### src/rtl/core_cf_redirect_arb_pkg.sv
// Shared encodings for the fetch-redirect arbiter.
// State and owner codes are kept as plain 2-bit constants for legacy tools.
package core_cf_redirect_arb_pkg;

  localparam int CFARB_XL = 63;

  localparam logic [1:0] CFARB_BOOT = 2'd0;
  localparam logic [1:0] CFARB_IDLE = 2'd1;
  localparam logic [1:0] CFARB_BUSY = 2'd2;

  localparam logic [1:0] CFARB_OWN_NONE = 2'd0;
  localparam logic [1:0] CFARB_OWN_BOOT = 2'd1;
  localparam logic [1:0] CFARB_OWN_WB   = 2'd2;
  localparam logic [1:0] CFARB_OWN_EX   = 2'd3;

endpackage

### src/rtl/core_cf_redirect_arb.sv
// Serialises boot, WB and EX redirects onto the single fetch redirect bus.
// A latched redirect is held until fetch acks; WB beats EX when sampling.
module core_cf_redirect_arb
  import core_cf_redirect_arb_pkg::*;
#(
  parameter int          XL        = CFARB_XL,
  parameter logic [63:0] BOOT_ADDR = 64'h0
) (
  input  logic        g_clk,
  input  logic        g_resetn,
  input  logic        wb_cf_valid,
  input  logic [XL:0] wb_cf_target,
  output logic        wb_cf_ack,
  input  logic        ex_cf_valid,
  input  logic [XL:0] ex_cf_target,
  output logic        ex_cf_ack,
  output logic        ex_kill,
  output logic        cf_valid,
  output logic [XL:0] cf_target,
  input  logic        cf_ack,
  output logic        busy
);

  logic [1:0]  state_q;
  logic [1:0]  state_d;
  logic [1:0]  owner_q;
  logic [1:0]  owner_d;
  logic [XL:0] tgt_q;
  logic [XL:0] tgt_d;

  logic ack_cyc;
  logic can_take;
  logic wb_take;
  logic ex_take;
  logic done;

  assign cf_valid  = (state_q != CFARB_IDLE);
  assign cf_target = tgt_q;
  assign busy      = cf_valid;

  assign wb_cf_ack = cf_ack && (owner_q == CFARB_OWN_WB);
  assign ex_cf_ack = cf_ack && (owner_q == CFARB_OWN_EX);

  // The current owner's valid is stale in its own ack cycle.
  assign ack_cyc  = cf_ack && cf_valid;
  assign can_take = (state_q == CFARB_IDLE) || ack_cyc;
  assign wb_take  = can_take && wb_cf_valid
                 && (owner_q != CFARB_OWN_WB);
  assign ex_take  = can_take && ex_cf_valid
                 && (owner_q != CFARB_OWN_EX)
                 && !wb_take;
  assign done     = ack_cyc && !wb_take && !ex_take;

  assign ex_kill  = wb_take;

  always_comb begin
    state_d = state_q;
    owner_d = owner_q;
    tgt_d   = tgt_q;
    unique case (1'b1)
      wb_take: begin
        state_d = CFARB_BUSY;
        owner_d = CFARB_OWN_WB;
        tgt_d   = wb_cf_target;
      end
      ex_take: begin
        state_d = CFARB_BUSY;
        owner_d = CFARB_OWN_EX;
        tgt_d   = ex_cf_target;
      end
      done: begin
        state_d = CFARB_IDLE;
        owner_d = CFARB_OWN_NONE;
      end
      default: begin
      end
    endcase
  end

  always_ff @(posedge g_clk) begin
    if (!g_resetn) begin
      state_q <= CFARB_BOOT;
      owner_q <= CFARB_OWN_BOOT;
      tgt_q   <= BOOT_ADDR[XL:0];
    end else begin
      state_q <= state_d;
      owner_q <= owner_d;
      tgt_q   <= tgt_d;
    end
  end

endmodule

### config.mk
export PLATFORM = sky130hd
export DESIGN_NAME = core_cf_redirect_arb
export DESIGN_NICKNAME = d
export VERILOG_FILES = /design/src/rtl/core_cf_redirect_arb_pkg.sv /design/src/rtl/core_cf_redirect_arb.sv
export SDC_FILE = /design/constraint.sdc
export NUM_CORES = 1
export LEC_CHECK = 0
export BUFFER_PORTS_ARGS = -buffer_cell sky130_fd_sc_hd__buf_2
export CORE_MARGIN = 4
export CORE_UTILIZATION = 39
export CTS_CLUSTER_DIAMETER = 50
export DETAILED_ROUTE_END_ITERATION = 8
export MAX_ROUTING_LAYER = met4
export PLACE_DENSITY_LB_ADDON = 0.2
export SYNTH_ARGS = -nofsm -noshare
export SYNTH_HDL_FRONTEND = slang
export SYNTH_SLANG_ARGS = --single-unit
### constraint.sdc
create_clock -name g_clk -period 4.8 [get_ports g_clk]
set_clock_uncertainty 0.05 [all_clocks]
set_input_delay 0.48 -clock g_clk [delete_from_list [all_inputs] [get_ports g_clk]]
set_output_delay 0.48 -clock g_clk [all_outputs]
set_load 0.01 [all_outputs]
== Word level (Yosys, flattened, before mapping) ==
Index checks and enable logic that the tools add are counted.

* Word-level logic and storage cells: 29
* Input bits: 133
* Flip-flop bits (word level): 68
* Output and inout bits: 69

* Reductions and logical operators: 17
* Mux-type cells: 3
* Equal/unequal tests: 6

{| class="wikitable"
|+ Operators by type and width
! operator !! number
|-
| 64-bit one-hot mux with 2 select lines || 1
|-
| 1-bit logical AND || 10
|-
| 2-bit one-hot mux with 3 select lines || 1
|-
| 2-bit equality test, second input constant || 2
|-
| 2-bit inequality test, second input constant || 2
|-
| 2-bit one-hot mux with 2 select lines || 1
|-
| 2-bit nonzero test || 2
|-
| 3-bit nonzero test || 1
|-
| 2-bit by 1-bit equality test with 1-bit output, second input constant || 1
|-
| 1-bit logical NOT || 2
|-
| 2-bit by 1-bit inequality test with 1-bit output, second input constant || 1
|-
| 2-bit OR reduction || 1
|-
| 1-bit logical OR || 1
|}

== Longest topological paths before layout ==
Gate-level depths: netlist of run 1.

* Word-level depth: 10
* Gate-level depth with buffers: 7
* Depth with buffers taken out: 4

== Worst setup path before layout of run 1 ==
OpenSTA, ideal clock, no wires.

* Path kind: input -> output
* Start point: input wb_cf_valid
* End point: output ex_kill
* Stages: 4
* Arrival: 1.411 ns
* Required time: 4.270 ns
* Path slack: 2.859 ns
* Cells stage by stage: buf_2 -> clkbuf_1 -> clkbuf_1 -> and2_1

* Word-level cells in the longest chain between the ends: 2

{| class="wikitable"
|+ Ends and longest elaborated chain
! item !! RTL line !! source
|-
| start, declared || core_cf_redirect_arb.sv:11 || <nowiki>input logic wb_cf_valid,</nowiki>
|-
| 1-bit logical AND || core_cf_redirect_arb.sv:47 || <nowiki>assign wb_take = can_take && wb_cf_valid</nowiki>
|-
| 1-bit logical AND || core_cf_redirect_arb.sv:48 || <nowiki>&& (owner_q != CFARB_OWN_WB);</nowiki>
|-
| end, declared || core_cf_redirect_arb.sv:17 || <nowiki>output logic ex_kill,</nowiki>
|}

No other way between the ends.

== Worst setup path in the final report of run 1 ==
* Start point: register state_q[1]
* End point: register tgt_q[9] (netlist: cf_target[9])

* Word-level cells in the longest chain between the ends: 8

{| class="wikitable"
|+ Ends and longest elaborated chain
! item !! RTL line !! source
|-
| start, declared || core_cf_redirect_arb.sv:24 || <nowiki>logic [1:0] state_q;</nowiki>
|-
| start signal, assigned || core_cf_redirect_arb.sv:86 || <nowiki>state_q <= state_d;</nowiki>
|-
| 2-bit by 1-bit inequality test with 1-bit output || core_cf_redirect_arb.sv:37 || <nowiki>assign cf_valid = (state_q != CFARB_IDLE);</nowiki>
|-
| 1-bit logical AND || core_cf_redirect_arb.sv:45 || <nowiki>assign ack_cyc = cf_ack && cf_valid;</nowiki>
|-
| 1-bit logical OR (*) || core_cf_redirect_arb.sv:46 || <nowiki>assign can_take = (state_q == CFARB_IDLE) || ack_cyc;</nowiki>
|-
| 1-bit logical AND || core_cf_redirect_arb.sv:47 ||
|-
| 1-bit logical AND || core_cf_redirect_arb.sv:48 ||
|-
| 1-bit logical NOT || core_cf_redirect_arb.sv:51 || <nowiki>&& !wb_take;</nowiki>
|-
| 1-bit logical AND || core_cf_redirect_arb.sv:51 ||
|-
| 64-bit one-hot mux with 2 select lines or 2-bit nonzero test (tied branches) || - ||
|-
| end signal, assigned || core_cf_redirect_arb.sv:84 || <nowiki>tgt_q <= BOOT_ADDR[XL:0];</nowiki>
|-
| end signal, assigned || core_cf_redirect_arb.sv:88 || <nowiki>tgt_q <= tgt_d;</nowiki>
|-
| end, declared || core_cf_redirect_arb.sv:28 || <nowiki>logic [XL:0] tgt_q;</nowiki>
|}

Mark *: on every way between the ends. The rest lies on a longest branch, timed or not.
A chain may end at the register's enable or synchronous reset.

==> impl_metrics.yaml, run 1 <==
worst_setup_path:
  worstSetupPathType: "reg2reg"
  r2r_end: "cf_target[9]"
  cp_max_fo: 40
  crit_path_end_kind: "register"
  ff2ff_setup_slack_ns: 2.37
  r2r_cells: 5
  crit_required_ns: 4.99
  arrival_ns: 2.62
  r2r_start: "state_q[1]"
  cp-start-kind: "register"
clocking:
  root_buffer: "clkbuf_8"
  cts_made_buffers: 9
  clockBufferDepth: 2
  cts-resized-gates: 0
  cts_tree: "done"
  clock-sinks: 67
  ctsHoldBuffers: 0
  htree_levels: 3
  post-cts-setup-buffers: 0
  clkLatencyLatePin_ns: 0.33
  clk_pin_slew_worst_paths_ns: 0.07
global_routing:
  track_usage_pct: 21.5
  grt.overflow.total: 0
  grt_pass1_vias: 3424
  antenna_found_initial: 0
  grt_max_degree: 68
  grt_pass1_wl_um: 16500
placement:
  routabilityCongestion: 0.774
  dp_hpwl_um: 6980
  io_buffers: 201
  placed_cells: 605
layout:
  layout-drive-gt1-share_pct: 42.9
  antenna_cells: 0
  syn2layout_area_growth_pct: 34.9
  final_common_cell: "buf_2"
  multiInputGateArea_um2: 1540
  instances_no_fill: 619
  final_cell_mix: "201 x buf_2, 67 x dfxtp_1, 49 x nand3_1, 48 x a32oi_1, 33 x o21ai_0"
  fin_nets: 647
  seqCellArea_um2: 1340
  final.fill_count: 751
power:
  vdd_drop_max_uv: 172
  pwr-share-seq_pct: 47.0
  cell_internal_pwr_mw: 0.932
  clkPwrFrac_pct: 28.2
  combPwrFrac_pct: 24.9
  swShare_pct: 31.4
  power.switching_mw: 0.427
  power_density_nw_per_um2: 324
  power_leakage_nw: 1.86
logic_synthesis:
  netlist_instances: 340
  synth_area_per_cell_um2: 9.16
  syn_nets: 473
  synth-seq-cells: 67
  yosys_warnings: 0
  syn_area_um2: 3110
  yosysSeqAreaShare_pct: 43.1
  synth.distinct_cells: 27
route:
  dr.pass1.iters: 6
  routed-via-count: 3467
  detail-route-antenna-nets: 0
  vias_per_cell: 5.60
  dr.first_iter.drc_count: 134
  drc_errors: 0
  totalWireLength_um: 10300
  wl_per_cell_um: 16.7
hold_path:
  hold_end: "cf_target[31]"
  holdPathStages: 3
  hold_class: "in2reg"
  holdCritStartpoint: "ex_cf_target[31]"
floorplan:
  initial_utilization_pct: 40.3
  core_um2: 7730
  io_pins: 202
  dieHeight_um: 97.4
  die_w_um: 97.4
  die_area_um2: 9480
  std_cell_rows: 32
timing:
  clock.fmax_mhz: 412
  slew_violations: 0
  finalHoldViolCount: 0
  finalSetupViolations: 0
  fin_tns_setup_ns: 0
  finalCritPeriodShare_pct: 50.6
  rsz0062_at_grt: "no"
  min_period_ns: 2.43
  timing_worst_slew_pin_value_ns: 1.10
  slew_headroom_pct: 26.7
flow_run:
  maxCapViolCount: 0
outcome:
  status: "completed"
-- sequential cells by signal, indices dropped and copies added (netlist names) --
signal / flops
cf_target: 64
owner_q: 1
state_q: 2
-- power groups by stage --
stage,combinational (mW),sequential (mW),clock [mW]
final,0.338,0.638,0.383
after global routing,0.374,0.644,0.413
after CTS,0.341,0.638,0.392
after detailed placement,0.339,0.649,0
after global placement,0.335,0.650,0
after floorplan,0.186,0.670,0
-- through the flow --
step / utilization (%) / hold slack [ns] / setup slack [ns] / total power [mW] / cell area [um2]
after floorplan: - / 0.497 / 2.86 / 0.856 / 3110
after global placement: 52.4 / 0.463 / 2.18 / 0.985 / 4050
after detailed placement: 52.4 / 0.474 / 2.15 / 0.989 / 4050
after CTS: 54.4 / 0.326 / 2.36 / 1.37 / 4200
after global routing: 54.4 / 0.335 / 2.11 / 1.43 / 4200
final: 54.4 / 0.339 / 2.37 / 1.36 / 4200
-- layout make-up --
class / count / share of cell area (%)
clock buffers: 11 / 3.13
clock inverters: 3 / 0.417
inverters: 1 / 0.0894
multi-input cells: 229 / 36.6
flip-flops and latches: 67 / 31.9
well taps: 102 / 3.04
repair buffers: 206 / 24.8
-- cells by family after synthesis --
group	Yosys count	synth area share, %
flops	67	43.1
simple gates	60	9.72
compound gates	169	39.2
buf+inv	44	8.04
-- worst max path at each step --
stage                start            end
2_1_floorplan  wb_cf_valid        ex_kill
3_3_place_gp   ex_cf_valid   cf_target[9]
4_1_cts         state_q[1]   cf_target[9]
5_1_grt         state_q[1]  cf_target[55]
3_5_place_dp   ex_cf_valid  cf_target[19]
6_report        state_q[1]   cf_target[9]
-- routing by layer --
| layer | share of wire (%) | up-vias | global-route usage, % |
|---|---|---|---|
| li1 | - | 1670 | - |
| met1 | 42 | 1647 | 25.5 |
| met2 | 49 | 133 | 34.4 |
| met3 | 7.6 | 17 | 6.53 |
| met4 | 1.5 | 0 | 7.77 |
| met5 | 0 | - | - |
-- synthesized netlist by cell type --
cell type / n / share of area [%]
o2bb2ai_2: 1 / 0.48
o32a_1: 1 / 0.32
o32ai_4: 1 / 0.88
nand3_1: 49 / 7.9
nand2b_1: 2 / 0.40
a32oi_1: 48 / 13
and2_1: 1 / 0.20
o211ai_1: 1 / 0.24
and3_1: 1 / 0.20
o21bai_1: 1 / 0.24
nor2_1: 1 / 0.12
nand2_1: 4 / 0.48
a31oi_1: 16 / 3.2
buf_6: 8 / 2.9
clkbuf_2: 1 / 0.16
o2bb2a_2: 1 / 0.36
clkbuf_1: 23 / 2.8
nor3b_1: 1 / 0.24
buf_4: 4 / 0.96
dfxtp_1: 67 / 43
o21ai_0: 33 / 5.3
inv_1: 1 / 0.12
a21boi_0: 30 / 7.2
a21boi_1: 20 / 4.8
buf_2: 7 / 1.1
nor2_2: 1 / 0.20
a21oi_1: 16 / 2.6
-- critical path: stages, from the launching register on --
cell and delay, ns:
dfxtp_1 0.49, a21boi_0 0.23, o2bb2ai_4 0.81, buf_4 0.44, a32oi_1 0.09, a21boi_0 0.21
(Power assumes the default switching activity.)
==> run 2: changes to the inputs <==
Clock period 4.8 ns to 2.3 ns, I/O delays scaled along.
==> run 2 against run 1 <==
Against the previous run:
- total power increased by 130%
- utilization grew 1.5 points
- sequential cell count unchanged
- combinational power rose by 110%
- sequential power is 110% higher
- critical endpoint is now ex_kill
- highest routed layer unchanged
- largest cell class unchanged
==> impl_metrics.yaml, run 2 (same netlist as run 1, synthesis figures left out) <==
layout:
  largest_reg_flops: 64
  syn2layout_area_growth_pct: 38.5
  fin_util_pct: 55.8
  layout-drive-gt1-share_pct: 44.1
  final.fill_count: 722
  instances_no_fill: 626
  antenna_cells: 0
  final_common_cell: "buf_2"
  fin_nets: 652
  final_cell_mix: "201 x buf_2, 67 x dfxtp_1, 49 x nand3_1, 48 x a32oi_1, 33 x o21ai_0"
worst_setup_path:
  crit_path_end_kind: "output pin"
  cp-start-kind: "register"
  r2r_cells: 5
  endpoint: "ex_kill"
  cp_max_fo: 8
  cp-startpoint: "state_q[1]"
  r2r_start: "state_q[1]"
  ff2ff_setup_slack_ns: 0.35
  crit_required_ns: 2.02
  worstSetupPathType: "reg2out"
  r2r_end: "cf_target[1]"
  arrival_ns: 1.67
clocking:
  root_buffer: "clkbuf_8"
  clk_pin_slew_worst_paths_ns: 0.07
  htree_levels: 3
  clock-sinks: 67
  clkLatencyLatePin_ns: 0.33
  post-cts-setup-buffers: 0
  cts_made_buffers: 9
  ctsHoldBuffers: 0
  cts_tree: "done"
  cts-resized-gates: 0
  clockBufferDepth: 2
route:
  drc_errors: 0
  vias_per_cell: 5.65
  totalWireLength_um: 10600
  wl_per_cell_um: 17.0
  dr.pass1.iters: 4
  dr.first_iter.drc_count: 155
  detail-route-antenna-nets: 0
  routed-via-count: 3539
global_routing:
  grt_max_degree: 45
  grt_pass1_vias: 3578
  grt_pass1_wl_um: 17000
  grt.overflow.total: 0
  antenna_found_initial: 0
  track_usage_pct: 22.2
timing:
  timing_worst_slew_pin_value_ns: 0.554
  slew_headroom_pct: 63.0
  fin_tns_setup_ns: 0
  finalCritPeriodShare_pct: 84.9
  finalHoldViolCount: 0
  layout_setup_ws_ns: 0.347
  finalSetupViolations: 0
  slew_violations: 0
  min_period_ns: 1.95
  rsz0062_at_grt: "no"
  clock.fmax_mhz: 512
floorplan:
  core_um2: 7730
  std_cell_rows: 32
  initial_utilization_pct: 40.3
  die_w_um: 97.4
  dieHeight_um: 97.4
  io_pins: 202
  die_area_um2: 9480
power:
  total_power_mw: 3.09
  vdd_drop_max_uv: 319
  power_density_nw_per_um2: 715
  power_leakage_nw: 1.92
placement:
  dp_worst_setup_slack_ns: 0.348
  dp_hpwl_um: 7450
  routabilityCongestion: 0.854
  io_buffers: 201
  placed_cells: 610
hold_path:
  hold_class: "in2reg"
  holdCritStartpoint: "ex_cf_target[33]"
outcome:
  status: "completed"
flow_run:
  maxCapViolCount: 0
run 2: cell count changes in the layout (fill, tap and decap cells not counted), sizes merged:
cell	change
clkbuf	+1
bufinv	+1
buf	+5
run 2: cell type report:
type                    count  area [um2]  share of cell area (%)
multi-input cells         229        1540                    35.6
flip-flops and latches     67        1340                    31.1
repair buffers            211        1090                    25.3
clock buffers              12         165                    3.83
well taps                 102         128                    2.96
clock inverters             4        47.5                    1.10
inverters                   1        3.75                  0.0870
run 2: report_power, final:
part           switching [mW]  leakage, nW  internal, mW
Clock                   0.443        0.108         0.586
Combinational           0.414         1.26         0.311
Sequential             0.0617        0.553          1.27
run 2: how the worst min path moves through the flow:
stage	slack, ns	end	cells after the start
2_1_floorplan	0.33	cf_target[21]	2
3_3_place_gp	0.43	cf_target[63]	3
3_5_place_dp	0.44	cf_target[33]	3
4_1_cts	0.07	cf_target[45]	3
5_1_grt	0.09	cf_target[9]	3
6_report	0.09	cf_target[33]	3
run 2: critical path, stage by stage, from the launching register on:
cell and delay, ns:
dfxtp_1 0.48, o21bai_1 0.26, nand2_1 0.26, and2_1 0.22
buf_2 0.13
run 2: stage by stage:
step	cell area (um2)	hold slack, ns
after floorplan	3110	0.327
after global routing	4310	0.0874
after CTS	4310	0.0707
after detailed placement	4100	0.440
after global placement	4100	0.431
final	4310	0.0879
run 2: per-layer routing:
| metal | routed length, um | track usage, % |
|---|---|---|
| met4 | 208 | 8.09 |
| met1 | 4420 | 26.5 |
| met3 | 782 | 5.46 |
| met2 | 5210 | 36.2 |
| met5 | 0 | - |
